## config.mk

```make
export PLATFORM = sky130hd
export DESIGN_NAME = seq_serial_adder
export DESIGN_NICKNAME = d
export VERILOG_FILES = /design/src/rtl/seq_serial_adder.sv
export SDC_FILE = /design/constraint.sdc
export NUM_CORES = 1
export LEC_CHECK = 0
export CORE_MARGIN = 4
export CORE_UTILIZATION = 51
export CTS_CLUSTER_DIAMETER = 30
export DETAILED_ROUTE_END_ITERATION = 12
export PLACE_DENSITY = 0.83
export SLEW_MARGIN = 20
export SYNTH_ARGS = -nofsm -noshare
export SYNTH_HDL_FRONTEND = slang
export SYNTH_SLANG_ARGS = --single-unit
```

## constraint.sdc

```tcl
create_clock -name clk -period 1.65 [get_ports clk]
set_input_delay 0.33 -clock clk [delete_from_list [all_inputs] [get_ports clk]]
set_output_delay 0.33 -clock clk [all_outputs]
set_load 0.05 [all_outputs]
```

## src/rtl/seq_serial_adder.sv

```systemverilog
// Multi-cycle add/subtract unit: processes DIGIT bits per clock with one carry
// flip-flop behind a start/busy/done handshake.
module seq_serial_adder #(
  parameter int WIDTH  = 8,
  parameter int DIGIT  = 1,
  parameter int SIGNED = 0
) (
  input  logic             clk,
  input  logic             rst_n,
  input  logic             start,
  input  logic [WIDTH-1:0] a,
  input  logic [WIDTH-1:0] b,
  input  logic             cin,
  input  logic             sub,
  output logic             busy,
  output logic             done,
  output logic [WIDTH-1:0] s,
  output logic             cout,
  output logic             ovf
);

  // state | meaning
  // IDLE  | waiting for start
  // RUN   | one digit per clock, N clocks
  // DONE  | results just updated; start here chains the next operation
  typedef enum logic [1:0] {IDLE, RUN, DONE} state_t;

  localparam int N  = WIDTH / DIGIT;
  localparam int CW = $clog2(N + 1);

  state_t           state, state_nxt;
  logic             load, step, last;
  logic [WIDTH-1:0] areg, breg, psum, psum_nxt;
  logic             carry, sub_q, cin_msb;
  logic [CW-1:0]    cnt;
  logic [DIGIT:0]   dsum;

  assign dsum = {1'b0, areg[DIGIT-1:0]} + {1'b0, breg[DIGIT-1:0]} + {{DIGIT{1'b0}}, carry};
  assign last = (cnt == CW'(N - 1));

  // Carry into the top bit of the digit, recovered from that bit's sum and operands.
  assign cin_msb = dsum[DIGIT-1] ^ areg[DIGIT-1] ^ breg[DIGIT-1];

  generate
    if (DIGIT == WIDTH) begin : g_single
      assign psum_nxt = dsum[DIGIT-1:0];
    end else begin : g_multi
      assign psum_nxt = {dsum[DIGIT-1:0], psum[WIDTH-1:DIGIT]};
    end
  endgenerate

  always_comb begin
    state_nxt = state;
    load      = 1'b0;
    step      = 1'b0;
    busy      = 1'b0;
    done      = 1'b0;
    case (state)
      IDLE: begin
        if (start) begin
          load      = 1'b1;
          state_nxt = RUN;
        end
      end
      RUN: begin
        busy = 1'b1;
        step = 1'b1;
        if (last) state_nxt = DONE;
      end
      DONE: begin
        done = 1'b1;
        if (start) begin
          load      = 1'b1;
          state_nxt = RUN;
        end else begin
          state_nxt = IDLE;
        end
      end
      default: state_nxt = IDLE;
    endcase
  end

  always_ff @(posedge clk) begin
    if (!rst_n) begin
      state <= IDLE;
      areg  <= '0;
      breg  <= '0;
      psum  <= '0;
      carry <= 1'b0;
      sub_q <= 1'b0;
      cnt   <= '0;
      s     <= '0;
      cout  <= 1'b0;
      ovf   <= 1'b0;
    end else begin
      state <= state_nxt;
      if (load) begin
        areg  <= a;
        breg  <= sub ? ~b : b;
        carry <= sub ? ~cin : cin;
        sub_q <= sub;
        cnt   <= '0;
      end else if (step) begin
        carry <= dsum[DIGIT];
        psum  <= psum_nxt;
        areg  <= areg >> DIGIT;
        breg  <= breg >> DIGIT;
        cnt   <= cnt + CW'(1);
        if (last) begin
          s    <= psum_nxt;
          cout <= sub_q ^ dsum[DIGIT];
          ovf  <= (SIGNED != 0) ? (cin_msb ^ dsum[DIGIT]) : (sub_q ^ dsum[DIGIT]);
        end
      end
    end
  end

endmodule

```

==> flow_metrics.env <==
export IMPL_fin_crit_sh=0.952
export IMPL_wl_um=3210
export IMPL_antenna_found_initial=0
export IMPL_yosysSeqAreaShare=0.463
export IMPL_drtIter0Drc=88
export IMPL_setup_violations=0
export IMPL_dp_cells=263
export IMPL_synth_top_area_cell="dfxtp_1"
export IMPL_syn_nets=218
export IMPL_crit_path_max_fanout=8
export IMPL_start_util=0.549
export IMPL_arrival_ns=1.24
export IMPL_layout_drive_gt1_share=0.140
export IMPL_finClkSkew_ns=0.00781
export IMPL_drc=0
export IMPL_synth_top_area_frac=0.463
export IMPL_yosys_top_cells_area="dfxtp_1, nand2_1, o221ai_1"
export IMPL_die_area_um2=4390
export IMPL_yosysWarnings=0
export IMPL_fp_dieW_um=66.3
export IMPL_cts_tree="built"
export IMPL_chipHeight_um=66.3
export IMPL_clock_sinks=40
export IMPL_cp_start_kind="flip-flop"
export IMPL_setup_slack_ns=0.0785
export IMPL_crit_start="state[1]$_SDFFE_PN0P_"
export IMPL_io_buffer_count=32
export IMPL_synth_area_um2=1730
export IMPL_nNetsFinal=250
export IMPL_max_freq_mhz=636
export IMPL_r2r_slack_ns=0.17
export IMPL_ys_seq_elements=40
export IMPL_antenna_cells=0
export IMPL_grt_usage=0.156
export IMPL_instances_no_fill=272
export IMPL_syn_inst=195
export IMPL_p_leak_nw=0.828
export IMPL_clock_latency_ns=0.34
export IMPL_clkPwrFrac=0.274
export IMPL_avgViaCountPerCell=5.36
export IMPL_intPower_mw=1.38
export IMPL_power_density_nw_per_um2=846
export IMPL_vias=1457
export IMPL_worstSetupEndpoint="busy"
export IMPL_outcome="finished clean"
export IMPL_grt_pass1_vias=1270
export IMPL_clock_path_buffers=2
export IMPL_cp_required_ns=1.32
export IMPL_firstDrtPassIters=4
export IMPL_power_switching_mw=0.472
export IMPL_wl_per_cell_um=11.8
export IMPL_place_ws_ns=0.178
export IMPL_hold_viol=0
export IMPL_dp_hpwl_um=2210
export IMPL_htreeDepth=2
export IMPL_grt_overflow_total=0
export IMPL_final_cell_mix="nand2_1, dfxtp_1, clkdlybuf4s50_1"
export IMPL_fin_crit_ns=1.57
export IMPL_drv_cap=0
export IMPL_io_pins=33
export IMPL_endpoint_kind="output pin"
export IMPL_crit_type="flip-flop to output pin"
export IMPL_grt_pass1_wl_um=5410
export IMPL_clk_pin_slew_ns=0.11
export IMPL_synthArstFlopShare=0
export IMPL_hold_path_class="flip-flop to flip-flop"
export IMPL_vdd_drop_max_v=0.000455
export IMPL_cts_root_buf="clkbuf_4"
export IMPL_setup_tns_ns=0
export IMPL_rsz0062_at_grt="false"
export IMPL_synth_cell_type_count=32
export IMPL_pwr_share_seq=0.565
export IMPL_tightest_slew_ns=0.252
export IMPL_cts_inserted_buffers=5
export IMPL_gp_congestion=0.766
export IMPL_areaGrowthSynthToFinish_pct=26.3
export IMPL_avgSynthCellArea_um2=8.87
export IMPL_synth_edf_count=0
export IMPL_crit_reg2reg_launch="cnt[0]$_SDFFE_PP0N_"
export IMPL_swShare=0.255
export IMPL_holdWs_ns=0.459
export IMPL_post_route_util=0.693
export IMPL_r2r_cells=5
export IMPL_grt_max_degree=46
export IMPL_coreArea_um2=3150
export IMPL_rows=20
export IMPL_relSlewSlack=0.832
export IMPL_drv_slew=0
export IMPL_ys_flop_type="dfxtp_1"
export IMPL_r2r_end="s[1]$_SDFFE_PN0P_"
export IMPL_final_common_cell="nand2_1"
export IMPL_comb_power_share=0.161
export IMPL_ant_nets=0
power by group through the flow:
stage	sequential (mW)	clock, mW	combinational, mW
final	1.04	0.506	0.298
after global placement	1.07	0	0.290
after global routing	1.05	0.575	0.329
after floorplan	1.06	0	0.187
after detailed placement	1.07	0	0.293
after CTS	1.04	0.520	0.295
how the worst min path moves through the flow:
stage	from	endpoint	slack (ns)	cells after the start
final	s[6]$_SDFFE_PN0P_	s[6]$_SDFFE_PN0P_	0.46	2
after global routing	s[2]$_SDFFE_PN0P_	s[2]$_SDFFE_PN0P_	0.49	2
after CTS	s[6]$_SDFFE_PN0P_	s[6]$_SDFFE_PN0P_	0.46	2
after detailed placement	s[0]$_SDFFE_PN0P_	s[0]$_SDFFE_PN0P_	0.45	2
after global placement	s[1]$_SDFFE_PN0P_	s[1]$_SDFFE_PN0P_	0.44	2
after floorplan	areg[7]$_SDFFE_PN0P_	areg[7]$_SDFFE_PN0P_	0.43	2
metal layers:
| layer | vias up | GRT usage | wire length, um |
|---|---|---|---|
| met2 | 46 | 0.248 | 1440 |
| li1 | 732 | - | - |
| met5 | - | 0 | 0 |
| met4 | 0 | 0.0635 | 50 |
| met1 | 672 | 0.197 | 1530 |
| met3 | 7 | 0.0442 | 192 |
repair_timing:
action | in CTS | in global routing
buffers inserted | 0 | 1
hold buffers | 0 | 0
resized for setup | 0 | 2
endpoints found under the setup margin | 0 | 1
cells by family (layout without fill, tap and decap cells):
group           Yosys count  after routing  synth area share
compound gates           34             34             0.150
xor+xnor                 12             12            0.0607
fa+ha+maj                 2              2            0.0188
buf+inv                  18             51            0.0549
flops                    40             40             0.463
mux                       8              8            0.0463
simple gates             81             81             0.207
final cells by class:
type	instances	area (um2)
multi-input combinational	137	835
fill	292	967
timing repair buffer	42	432
clock buffer	8	58.8
inverter	1	3.75
sequential	40	802
tap	44	55.1
per-stage QoR:
stage               instance area (um2)  power [mW]
floorplan                          1730        1.25
global placement                   2110        1.36
detailed placement                 2110        1.36
CTS                                2170        1.86
global route                       2190        1.96
finish                             2190        1.85
sequential cells by signal, indices dropped and copies added, names as in the netlist:
register and flops:
areg 8, breg 8, cnt 4, sub_q 1
ovf 1, psum 7, s 8, carry 1
state 2
synthesized netlist by cell type, types with 3 or more instances:
cell type,number
clkbuf_1,4
buf_2,10
a21boi_0,12
o21ai_0,3
dfxtp_1,40
mux2i_1,8
nand2_1,41
xor2_1,10
o221ai_1,11
a22oi_1,3
nor3_1,11
nand3_1,6
nor2_1,13
worst max-delay path, cell delays in order (launching register included):
cell	delay (ns)
dfxtp_1	0.33
nand2b_2	0.20
inv_2	0.10
buf_6	0.14
buf_12	0.14
No activity file was read; power rests on OpenSTA's default activity.
